===== config.mk =====
export PLATFORM = sky130hd
export DESIGN_NAME = maple_frame_receiver_flat
export DESIGN_NICKNAME = d
export VERILOG_FILES = /design/src/rtl/maple_frame_receiver_if.sv /design/src/rtl/maple_frame_receiver.sv /design/src/flat_wrapper.sv
export SDC_FILE = /design/constraint.sdc
export NUM_CORES = 1
export LEC_CHECK = 0
export ABC_AREA = 1
export BUFFER_PORTS_ARGS = -buffer_cell sky130_fd_sc_hd__clkbuf_2
export CAP_MARGIN = 20
export CORE_ASPECT_RATIO = 1.1
export CORE_MARGIN = 2
export CORE_UTILIZATION = 25
export DETAILED_ROUTE_END_ITERATION = 6
export GPL_TIMING_DRIVEN = 0
export PLACE_DENSITY = 0.42
export REMOVE_ABC_BUFFERS = 1
export SYNTH_ARGS = -nofsm -noshare
export SYNTH_HDL_FRONTEND = slang
export SYNTH_SLANG_ARGS = --single-unit

===== constraint.sdc =====
create_clock -name clk -period 5.6 [get_ports clk]
set_clock_uncertainty 0.1 [all_clocks]
set_input_delay 1.12 -clock clk [delete_from_list [all_inputs] [get_ports clk]]
set_output_delay 1.12 -clock clk [all_outputs]
set_load 0.005 [all_outputs]

===== src/rtl/maple_frame_receiver_if.sv =====
// rtl/maple_frame_receiver_if.sv - byte input, header/status and word stream signals of the Maple frame receiver
interface maple_frame_receiver_if;
    logic        frame_active;
    logic [7:0]  byte_data;
    logic        byte_ready;

    logic [7:0]  hdr_cmd;
    logic [7:0]  hdr_dest;
    logic [7:0]  hdr_src;
    logic [7:0]  hdr_len;
    logic        hdr_valid;

    logic [31:0] word_data;
    logic        word_valid;
    logic        word_ready;

    logic        frame_done;
    logic        crc_ok;
    logic        err_short;
    logic        err_long;
    logic        err_ovf;

    // Environment side: drives bytes and consumes words.
    modport master (
        output frame_active, byte_data, byte_ready, word_ready,
        input  hdr_cmd, hdr_dest, hdr_src, hdr_len, hdr_valid,
        input  word_data, word_valid,
        input  frame_done, crc_ok, err_short, err_long, err_ovf
    );

    // Receiver side.
    modport slave (
        input  frame_active, byte_data, byte_ready, word_ready,
        output hdr_cmd, hdr_dest, hdr_src, hdr_len, hdr_valid,
        output word_data, word_valid,
        output frame_done, crc_ok, err_short, err_long, err_ovf
    );
endinterface


===== src/rtl/maple_frame_receiver.sv =====
// rtl/maple_frame_receiver.sv - Maple bus frame receiver: header decode, payload word FIFO, XOR check
// FIFO_DEPTH must be a power of two and at least 2.
module maple_frame_receiver #(
    parameter int FIFO_DEPTH = 4
) (
    input  logic                 clk,
    input  logic                 reset,
    maple_frame_receiver_if.slave bus
);
    localparam int PTR_W = $clog2(FIFO_DEPTH);
    localparam int CNT_W = PTR_W + 1;

    typedef enum logic [2:0] {
        S_IDLE,
        S_HEADER,
        S_PAYLOAD,
        S_CRC,
        S_WAIT_END,
        S_DONE
    } state_t;

    state_t       state_q, state_d;
    logic [9:0]   byte_cnt_q, byte_cnt_d;
    logic [9:0]   exp_cnt_q, exp_cnt_d;
    logic [7:0]   crc_q, crc_d;
    logic [23:0]  word_acc_q, word_acc_d;
    logic [7:0]   hdr_cmd_q, hdr_cmd_d;
    logic [7:0]   hdr_dest_q, hdr_dest_d;
    logic [7:0]   hdr_src_q, hdr_src_d;
    logic [7:0]   hdr_len_q, hdr_len_d;
    logic         hdr_valid_q, hdr_valid_d;
    logic         frame_done_q, frame_done_d;
    logic         crc_ok_q, crc_ok_d;
    logic         err_short_q, err_short_d;
    logic         err_long_q, err_long_d;
    logic         err_ovf_q, err_ovf_d;
    logic [CNT_W-1:0] wr_ptr_q, wr_ptr_d;
    logic [CNT_W-1:0] rd_ptr_q, rd_ptr_d;

    logic [31:0]  mem_q [FIFO_DEPTH];

    logic [CNT_W-1:0] fifo_count;
    logic         fifo_empty;
    logic         fifo_full;
    logic         pop;
    logic         push;
    logic         wr_en;
    logic [31:0]  push_word;

    assign fifo_count = wr_ptr_q - rd_ptr_q;
    assign fifo_empty = (wr_ptr_q == rd_ptr_q);
    assign fifo_full  = (fifo_count == CNT_W'(FIFO_DEPTH));
    assign pop        = !fifo_empty && bus.word_ready;
    // A pop in the same cycle frees the slot, so a push into a full FIFO still lands.
    assign wr_en      = push && (!fifo_full || pop);

    always_comb begin
        state_d      = state_q;
        byte_cnt_d   = byte_cnt_q;
        exp_cnt_d    = exp_cnt_q;
        crc_d        = crc_q;
        word_acc_d   = word_acc_q;
        hdr_cmd_d    = hdr_cmd_q;
        hdr_dest_d   = hdr_dest_q;
        hdr_src_d    = hdr_src_q;
        hdr_len_d    = hdr_len_q;
        hdr_valid_d  = hdr_valid_q;
        crc_ok_d     = crc_ok_q;
        err_short_d  = err_short_q;
        err_long_d   = err_long_q;
        err_ovf_d    = err_ovf_q;
        push         = 1'b0;
        push_word    = '0;

        case (state_q)
            S_IDLE: begin
                if (bus.frame_active) begin
                    state_d     = S_HEADER;
                    byte_cnt_d  = '0;
                    crc_d       = '0;
                    hdr_valid_d = 1'b0;
                    crc_ok_d    = 1'b0;
                    err_short_d = 1'b0;
                    err_long_d  = 1'b0;
                    err_ovf_d   = 1'b0;
                end
            end
            S_HEADER: begin
                if (bus.byte_ready) begin
                    crc_d      = crc_q ^ bus.byte_data;
                    byte_cnt_d = byte_cnt_q + 10'd1;
                    case (byte_cnt_q[1:0])
                        2'd0: hdr_cmd_d  = bus.byte_data;
                        2'd1: hdr_dest_d = bus.byte_data;
                        2'd2: hdr_src_d  = bus.byte_data;
                        default: begin
                            hdr_len_d   = bus.byte_data;
                            hdr_valid_d = 1'b1;
                            byte_cnt_d  = '0;
                            exp_cnt_d   = {bus.byte_data, 2'b00};
                            state_d     = (bus.byte_data == 8'd0) ? S_CRC : S_PAYLOAD;
                        end
                    endcase
                end
            end
            S_PAYLOAD: begin
                if (bus.byte_ready) begin
                    crc_d      = crc_q ^ bus.byte_data;
                    byte_cnt_d = byte_cnt_q + 10'd1;
                    word_acc_d = {word_acc_q[15:0], bus.byte_data};
                    if (byte_cnt_q[1:0] == 2'd3) begin
                        push      = 1'b1;
                        push_word = {word_acc_q, bus.byte_data};
                    end
                    if (byte_cnt_q == exp_cnt_q - 10'd1) begin
                        state_d = S_CRC;
                    end
                end
            end
            S_CRC: begin
                if (bus.byte_ready) begin
                    crc_ok_d = (bus.byte_data == crc_q);
                    state_d  = S_WAIT_END;
                end
            end
            S_WAIT_END: begin
                if (bus.byte_ready) begin
                    err_long_d = 1'b1;
                end
            end
            S_DONE: begin
                state_d = S_IDLE;
            end
            default: begin
                state_d = S_IDLE;
            end
        endcase

        // End-of-frame check looks at the state after any byte of this cycle.
        if (!bus.frame_active) begin
            case (state_d)
                S_HEADER, S_PAYLOAD, S_CRC: begin
                    err_short_d = 1'b1;
                    crc_ok_d    = 1'b0;
                    state_d     = S_DONE;
                end
                S_WAIT_END: state_d = S_DONE;
                default: ;
            endcase
        end

        if (push && fifo_full && !pop) begin
            err_ovf_d = 1'b1;
        end

        frame_done_d = (state_d == S_DONE);
        wr_ptr_d     = wr_ptr_q + CNT_W'(wr_en);
        rd_ptr_d     = rd_ptr_q + CNT_W'(pop);
    end

    always_ff @(posedge clk or posedge reset) begin
        if (reset) begin
            state_q      <= S_IDLE;
            byte_cnt_q   <= '0;
            exp_cnt_q    <= '0;
            crc_q        <= '0;
            word_acc_q   <= '0;
            hdr_cmd_q    <= '0;
            hdr_dest_q   <= '0;
            hdr_src_q    <= '0;
            hdr_len_q    <= '0;
            hdr_valid_q  <= 1'b0;
            frame_done_q <= 1'b0;
            crc_ok_q     <= 1'b0;
            err_short_q  <= 1'b0;
            err_long_q   <= 1'b0;
            err_ovf_q    <= 1'b0;
            wr_ptr_q     <= '0;
            rd_ptr_q     <= '0;
        end else begin
            state_q      <= state_d;
            byte_cnt_q   <= byte_cnt_d;
            exp_cnt_q    <= exp_cnt_d;
            crc_q        <= crc_d;
            word_acc_q   <= word_acc_d;
            hdr_cmd_q    <= hdr_cmd_d;
            hdr_dest_q   <= hdr_dest_d;
            hdr_src_q    <= hdr_src_d;
            hdr_len_q    <= hdr_len_d;
            hdr_valid_q  <= hdr_valid_d;
            frame_done_q <= frame_done_d;
            crc_ok_q     <= crc_ok_d;
            err_short_q  <= err_short_d;
            err_long_q   <= err_long_d;
            err_ovf_q    <= err_ovf_d;
            wr_ptr_q     <= wr_ptr_d;
            rd_ptr_q     <= rd_ptr_d;
        end
    end

    // Storage is never reset; the empty flag masks stale entries.
    always_ff @(posedge clk) begin
        if (wr_en) begin
            mem_q[wr_ptr_q[PTR_W-1:0]] <= push_word;
        end
    end

    assign bus.hdr_cmd    = hdr_cmd_q;
    assign bus.hdr_dest   = hdr_dest_q;
    assign bus.hdr_src    = hdr_src_q;
    assign bus.hdr_len    = hdr_len_q;
    assign bus.hdr_valid  = hdr_valid_q;
    assign bus.word_valid = !fifo_empty;
    assign bus.word_data  = fifo_empty ? 32'd0 : mem_q[rd_ptr_q[PTR_W-1:0]];
    assign bus.frame_done = frame_done_q;
    assign bus.crc_ok     = crc_ok_q;
    assign bus.err_short  = err_short_q;
    assign bus.err_long   = err_long_q;
    assign bus.err_ovf    = err_ovf_q;
endmodule

===== src/flat_wrapper.sv =====
// flat-port wrapper written by rule: the top's interface ports become plain ports
module maple_frame_receiver_flat 
#(
    parameter int FIFO_DEPTH = 4
)
  (clk, reset, bus_frame_active, bus_byte_data, bus_byte_ready, bus_word_ready, bus_hdr_cmd, bus_hdr_dest, bus_hdr_src, bus_hdr_len, bus_hdr_valid, bus_word_data, bus_word_valid, bus_frame_done, bus_crc_ok, bus_err_short, bus_err_long, bus_err_ovf);
  maple_frame_receiver_if bus_i ();
  input  logic clk;
  input  logic reset;
  input wire logic [$bits(bus_i.frame_active)-1:0] bus_frame_active;
  input wire logic [$bits(bus_i.byte_data)-1:0] bus_byte_data;
  input wire logic [$bits(bus_i.byte_ready)-1:0] bus_byte_ready;
  input wire logic [$bits(bus_i.word_ready)-1:0] bus_word_ready;
  output wire logic [$bits(bus_i.hdr_cmd)-1:0] bus_hdr_cmd;
  output wire logic [$bits(bus_i.hdr_dest)-1:0] bus_hdr_dest;
  output wire logic [$bits(bus_i.hdr_src)-1:0] bus_hdr_src;
  output wire logic [$bits(bus_i.hdr_len)-1:0] bus_hdr_len;
  output wire logic [$bits(bus_i.hdr_valid)-1:0] bus_hdr_valid;
  output wire logic [$bits(bus_i.word_data)-1:0] bus_word_data;
  output wire logic [$bits(bus_i.word_valid)-1:0] bus_word_valid;
  output wire logic [$bits(bus_i.frame_done)-1:0] bus_frame_done;
  output wire logic [$bits(bus_i.crc_ok)-1:0] bus_crc_ok;
  output wire logic [$bits(bus_i.err_short)-1:0] bus_err_short;
  output wire logic [$bits(bus_i.err_long)-1:0] bus_err_long;
  output wire logic [$bits(bus_i.err_ovf)-1:0] bus_err_ovf;
  assign bus_i.frame_active = bus_frame_active;
  assign bus_i.byte_data = bus_byte_data;
  assign bus_i.byte_ready = bus_byte_ready;
  assign bus_i.word_ready = bus_word_ready;
  assign bus_hdr_cmd = bus_i.hdr_cmd;
  assign bus_hdr_dest = bus_i.hdr_dest;
  assign bus_hdr_src = bus_i.hdr_src;
  assign bus_hdr_len = bus_i.hdr_len;
  assign bus_hdr_valid = bus_i.hdr_valid;
  assign bus_word_data = bus_i.word_data;
  assign bus_word_valid = bus_i.word_valid;
  assign bus_frame_done = bus_i.frame_done;
  assign bus_crc_ok = bus_i.crc_ok;
  assign bus_err_short = bus_i.err_short;
  assign bus_err_long = bus_i.err_long;
  assign bus_err_ovf = bus_i.err_ovf;
  maple_frame_receiver #(.FIFO_DEPTH(FIFO_DEPTH)) u_core (.clk(clk), .reset(reset), .bus(bus_i));
endmodule

==> qor.csv, run 1 <==
metric;value;unit
fill_cells;3790;
die_area;38510;sq um
switching_power;1.884;mW
drive_gt1_share;16.42;%
power.share.combinational;29.3;%
criticalPathCategory;register to primary output;
initial_core_util;25.48;%
ant_nets;0;
power_density;486.6;nW/um^2
cts_resized;0;
hold_viol_final;0;
slew_headroom;42.12;%
arrival;3.98;ns
syn-mean-instance-area;10.20;sq um
p_leak;4.944;nW
grt_max_degree;65;
outcome;completed;
port_buffers;83;
wl_per_cell;16.09;um
h-tree-depth;1;
clkLatencyLatePin;0.53;ns
ir_worst_vdd;0.2256;mV
yosysTopAreaCellShare;41.60;%
row_count;73;
drtPass1Iterations;6;
power_frac_seq;39.5;%
switching_share;34.43;%
crit_chain;inv_2, ha_1, nand2_1, or2_2, inv_2, a21oi_1, clkbuf_2;
cp_slowest_stage_delay;0.92;ns
cp_data_required_time;4.38;ns
seq_area_frac_synth;65.71;%
holdWs;0.3747;ns
rsz0062_at_grt;no;
num_vias;6447;
hold_buffers;0;
pwr-share-clk;31.2;%
postSynth.asyncResetShare;41.01;%
pre_cts_ws;0.8353;ns
worstSetupStartpointType;register;
ys_seq_elements;217;
core;36260;sq um
cts_sinks;217;
min_period_over_period;92.92;%
clk_pin_slew_worst_paths;0.06;ns
grt_pass1_wl;37.61;mm
clockRootBuffer;clkbuf_16;
gp_congestion;0.7636;
drv_cap;0;
synth_area;9239;sq um
first_iter_violations;382;
setup_tns;0;ns
yosys.area.top_type;edfxtp_1;
cts_tree;done;
ys_warn_count;0;
worstSetupEndpointType;primary output;
place_inst;1456;
ys_types;32;
post_dp_cell_area;10370;sq um
tightest_slew;0.8636;ns
die_h;205.6;um
viasPerCell;4.287;
min_path_type;register to register;
drt-total-wl;24.19;mm
nets;1022;
drv_slew;0;
slowest_stage;dfrtp_2;
drcViolationCount;0;
diodes;0;
grt_util_all_layers;12.68;%
antenna_found_initial;0;
hpwlAfterDp;15.72;mm
cts_max_path_buffers;3;
synth_ff_type;edfxtp_1;
finalSetupViolCount;0;
overflow;0;
area_growth_syn_to_layout;21.68;%
synth_area_leaders;edfxtp_1 (42%), dfrtp_1 (24%), nor2_1 (7.6%);
cp_common_cell;inv_2;
ios;84;
crit_fanout;34;
grt_pass1_vias;6369;
finalCriticalPeriod;5.203;ns
die-width;187.3;um
cts_inserted_buffers;26;
layout.cells.non_filler;1504;
post_cts_buffers;0;
p_int;3.587;mW
fmax;192.2;MHz
final_area;11240;sq um
synth_edf_count;128;
fin_ws;0.3966;ns
synthCells;906;
## critical path: cells and delay by family (launching register included)
| family | cells | cell delay (ns) |
|---|---|---|
| flip-flops | 1 | 0.92 |
| AND/OR/NAND/NOR | 2 | 0.39 |
| buffers and inverters | 3 | 1.35 |
| adder cells (fa/ha/maj) | 1 | 0.51 |
| AO/OA/AOI/OAI | 1 | 0.23 |
## per-layer routing
metal	share of wire (%)	vias to the layer above	global-route usage, %
met1	46	3083	16.77
li1	-	3198	-
met4	1.5	0	2.381
met5	0	-	0
met2	48	137	21.95
met3	4.7	29	2.217
## state kept, by name, summed over array words and instances (netlist names)
name	flops
u_core.bus.err_short	1
u_core.bus.frame_done	1
u_core.bus.hdr_cmd	8
u_core.bus.hdr_dest	8
u_core.bus.err_long	1
u_core.byte_cnt_q	10
u_core.mem_q	128
u_core.bus.hdr_len	8
u_core.wr_ptr_q	3
u_core.crc_q	8
u_core.state_q	3
u_core.bus.hdr_valid	1
u_core.bus.hdr_src	8
u_core.rd_ptr_q	3
u_core.bus.err_ovf	1
u_core.bus.crc_ok	1
u_core.word_acc_q	24
## placed cells by master (no fill, tap or decap), types with 2 or more instances in the layout
| cell | n |
|---|---|
| nor2_1 | 186 |
| o21ai_0 | 134 |
| nand2_1 | 133 |
| edfxtp_1 | 128 |
| dfrtp_1 | 87 |
| clkbuf_2 | 83 |
| inv_1 | 67 |
| a21oi_1 | 39 |
| clkbuf_16 | 26 |
| nand3_1 | 20 |
| ha_1 | 12 |
| buf_6 | 12 |
| xor2_1 | 11 |
| nor3_1 | 8 |
| clkbuf_1 | 8 |
| inv_2 | 6 |
| xnor2_1 | 6 |
| nand2_4 | 5 |
| nor3_2 | 5 |
| nand4_1 | 4 |
| clkbuf_8 | 4 |
| clkinv_2 | 3 |
| bufinv_16 | 3 |
| nand3_2 | 2 |
| nor2_4 | 2 |
| or2_2 | 2 |
| clkinv_1 | 2 |
| clkinvlp_4 | 2 |
| buf_8 | 2 |
| dfrtp_2 | 2 |
| buf_12 | 2 |
## Yosys cell counts (7+ instances only)
cell        n
nor2_1    187
o21ai_0   134
nand2_1   133
edfxtp_1  128
dfrtp_1    89
inv_1      71
a21oi_1    39
nand3_1    20
clkbuf_1   15
buf_1      13
ha_1       12
nor3_1     12
xor2_1     11
buf_2       7
## power groups by stage
| stage | registers, mW | clock network (mW) | logic (mW) |
|---|---|---|---|
| after floorplan | 2.16 | 0 | 0.955 |
| after global placement | 2.25 | 0 | 1.59 |
| after detailed placement | 2.20 | 0 | 1.65 |
| after CTS | 2.17 | 1.75 | 1.66 |
| after global routing | 2.21 | 1.82 | 1.88 |
| final | 2.16 | 1.71 | 1.60 |
## cells by family (layout without fill, tap and decap cells)
logic type	Yosys count	in the layout	synth area share [%]
AND/OR/NAND/NOR	369	369	16.40
flip-flops	217	217	65.71
AO/OA/AOI/OAI	178	178	9.764
buffers and inverters	113	224	4.889
XOR/XNOR	17	17	1.612
adder cells (fa/ha/maj)	12	12	1.625
## worst paths after layout
check / startpoint / endpoint / slack [ns] / depth (start not counted)
max in group asynchronous: reset / u_core.word_acc_q[3] / 4.25 / 3
setup / recovery: u_core.rd_ptr_q[1] / bus_word_data[4] / 0.40 / 7
min in group asynchronous: reset / u_core.bus.frame_done / 0.48 / 2
setup reg to reg: u_core.rd_ptr_q[1] / u_core.mem_q[3][31] / 1.39 / 11
hold / removal: u_core.word_acc_q[11] / u_core.word_acc_q[19] / 0.37 / 2
hold reg to reg: u_core.word_acc_q[11] / u_core.word_acc_q[19] / 0.37 / 2
## stage by stage
step	utilization, %	power, mW
global route	31.00	5.905
finish	31.00	5.471
CTS	31.00	5.583
floorplan	-	3.114
detailed placement	28.59	3.854
global placement	27.84	3.844
## area by class of cell
cell class | count | area [sq um] | area share, %
Tap cell | 487 | 609.3 | 5.420
Multi-Input combinational cell | 576 | 2744 | 24.41
Sequential cell | 217 | 6073 | 54.02
Clock inverter | 10 | 138.9 | 1.235
Clock buffer | 38 | 735.7 | 6.544
Timing Repair Buffer | 101 | 655.6 | 5.832
Inverter | 75 | 285.3 | 2.538
Note: power is estimated with default switching activity, not from simulation.
==> run 2, diff against run 1 <==
Settings changed: ABC_AREA 1 to unset.
==> qor.csv, run 2 <==
metric;value;unit;change
outcome;completed;;
min_period_over_period;69.21;%;-24 points
final_core_util;30.43;%;-0.58 points
drv_slew;0;;unchanged
synth_edf_count;128;;unchanged
reg2regPathDepth;6;;-5
pre_cts_ws;1.722;ns;+0.8867 ns
cp_data_required_time;4.38;ns;about the same
finalCriticalPeriod;3.876;ns;-1.328 ns
criticalPathCategory;register to primary output;;
die-width;188.1;um;+0.42%
first_iter_violations;207;;-46%
num_vias;5200;;-19%
synth_area;9318;sq um;+0.85%
synthCells;619;;-32%
diodes;0;;unchanged
yosys.area.top_type;edfxtp_1;;
clockRootBuffer;clkbuf_16;;
port_buffers;83;;unchanged
cts_tree;done;;
grt_util_all_layers;10.93;%;-1.8 points
gp_congestion;0.7441;;-2.6%
ir_worst_vdd;0.2379;mV;+5.4%
slew_headroom;44.00;%;+1.9 points
die_area;38830;sq um;+0.84%
core;36940;sq um;+1.9%
min_from;u_core.wr_ptr_q[2];;
seq_area_frac_synth;65.15;%;-0.56 points
drv_cap;0;;unchanged
min_path_type;register to register;;
h-tree-depth;1;;unchanged
grt_most_used_layer;met2;;
cts_inserted_buffers;24;;-7.7%
wl_per_cell;17.48;um;+8.6%
ant_nets;0;;unchanged
grt_pass1_wl;32.65;mm;-13%
clkLatencyLatePin;0.51;ns;-0.02 ns
gr-usage-met2;19.99;%;-2.0 points
drcViolationCount;0;;unchanged
p_leak;4.192;nW;-15%
holdPathEnd;u_core.wr_ptr_q[2];;
final_cell_mix;edfxtp_1 (128), dfrtp_1 (87), clkbuf_2 (83), mux2_2 (56), nor2b_1 (37);;
rsz0062_at_grt;no;;
synth_top_cells_by_count;edfxtp_1 (128), dfrtp_1 (89), mux2_2 (56), nor2b_1 (37), and2_1 (33);;
tightest_slew;0.8381;ns;-0.02548 ns
setup_tns;0;ns;unchanged
grt_pass1_vias;5522;;-13%
drive_gt1_share;32.68;%;+16 points
post_cts_buffers;0;;unchanged
overflow;0;;unchanged
drtPass1Iterations;4;;-2
synth_ff_type;edfxtp_1;;
fmax;258.0;MHz;+34%
ios;84;;unchanged
hold_buffers;0;;unchanged
hpwlAfterDp;14.00;mm;-11%
initial_core_util;25.22;%;-0.26 points
worstSetupEndpointType;primary output;;
nets;726;;-29%
reg2reg_from;u_core.state_q[1];;
yosysTopAreaCellShare;41.25;%;-0.35 points
clk_pin_slew_worst_paths;0.06;ns;about the same
finalSetupViolCount;0;;unchanged
hold_viol_final;0;;unchanged
ys_warn_count;0;;unchanged
cts_sinks;217;;unchanged
fill_cells;3646;;-3.8%
arrival;2.66;ns;-1.32 ns
area_growth_syn_to_layout;20.64;%;
hold_depth;1;;-1
grtUsageMet1;13.12;%;-3.6 points
power_density;448.2;nW/um^2;-7.9%
cts_max_path_buffers;3;;unchanged
layout_commonest_cell;edfxtp_1;;
synth.most_common_cell;edfxtp_1;;
fin_ws;1.724;ns;+1.328 ns
reg2reg_slack;2.34;ns;+0.95 ns
drt-total-wl;21.20;mm;-12%
synth_area_leaders;edfxtp_1 (41%), dfrtp_1 (24%), mux4_2 (7.7%);;
use_met3;2.038;%;-0.18 points
viasPerCell;4.287;;about the same
ys_types;50;;+56%
power;5.038;mW;-7.9%
row_count;74;;+1.4%
antenna_found_initial;0;;unchanged
crit_fanout;34;;unchanged
r2r_end;u_core.mem_q[1][4];;
grt_max_degree;60;;-7.7%
die_h;206.5;um;+0.42%
worstSetupStartpointType;register;;
syn-mean-instance-area;15.05;sq um;+48%
ys_seq_elements;217;;unchanged
postSynth.asyncResetShare;41.01;%;unchanged
largest_register_ff_count;128;;unchanged
cts_resized;0;;unchanged
==> run 2: cell types whose count changed after synthesis, moves of 17 or more <==
cell	before	now
o21ai_0	134	22
nand3_1	20	3
and2_1	0	33
mux2_2	0	56
mux4_2	0	32
nor2_1	187	26
inv_1	71	12
nor2b_1	0	37
nand2_1	133	24
a21oi_1	39	12
==> run 2: final cells by class <==
cell class,count,area (sq um),area share (%)
inverter,12,47.55,0.4230
clock inverter,9,121.4,1.080
sequential,217,6073,54.03
timing repair buffer,95,618.1,5.499
tap,494,618.1,5.499
clock buffer,35,713.2,6.345
multi-input combinational,351,3049,27.13
==> run 2: cells by family (layout without fill, tap and decap cells) <==
kind of cell,count (synthesis),after routing,share of synthesized area [%]
buf+inv,51,151,2.417
xor+xnor,27,27,2.538
flops,217,217,65.15
compound gates,53,53,3.492
fa+ha+maj,12,12,1.611
simple gates,170,170,10.18
mux,89,89,14.61
==> run 2: how the worst max path moves through the flow <==
| stage | depth (start not counted) | to | start | slack, ns |
|---|---|---|---|---|
| floorplan | 6 | u_core.mem_q[0][0] | u_core.rd_ptr_q[0] | 0.56 |
| global placement | 5 | u_core.mem_q[0][25] | bus_byte_ready | -3.11 |
| detailed placement | 7 | u_core.mem_q[1][25] | bus_byte_ready | 1.72 |
| CTS | 4 | bus_word_data[6] | u_core.rd_ptr_q[0] | 1.57 |
| global route | 4 | bus_word_data[6] | u_core.rd_ptr_q[0] | 1.48 |
| finish | 4 | bus_word_data[6] | u_core.rd_ptr_q[0] | 1.72 |
==> run 2: report_power, final <==
| group | switching [mW] | internal [mW] | leakage [nW] |
|---|---|---|---|
| Combinational | 0.613 | 0.668 | 1.59 |
| Clock | 0.616 | 1.02 | 0.411 |
| Sequential | 0.240 | 1.88 | 2.19 |
| Total | 1.47 | 3.57 | 4.19 |
==> run 2: stage by stage <==
step	instances	hold slack [ns]	instance area, sq um
6_report	1213	0.3917	11240
5_1_grt	1213	0.4132	11240
2_1_floorplan	580	0.3617	9138
4_1_cts	1213	0.3948	11240
3_3_place_gp	1157	0.3799	10170
3_5_place_dp	1169	0.3798	10410
==> run 2: worst max-delay path, cell delays in order (launching register included) <==
cell	delay [ns]
dfrtp_2	0.63
ha_1	0.40
and3_2	0.71
nor2b_1	0.22
clkbuf_2	0.17
==> run 2: metal layers <==
layer,part of all wire (%),vias to the layer above
met5,0,-
met4,1.8,0
met3,4.0,21
met2,51,96
met1,43,2655
li1,-,2428
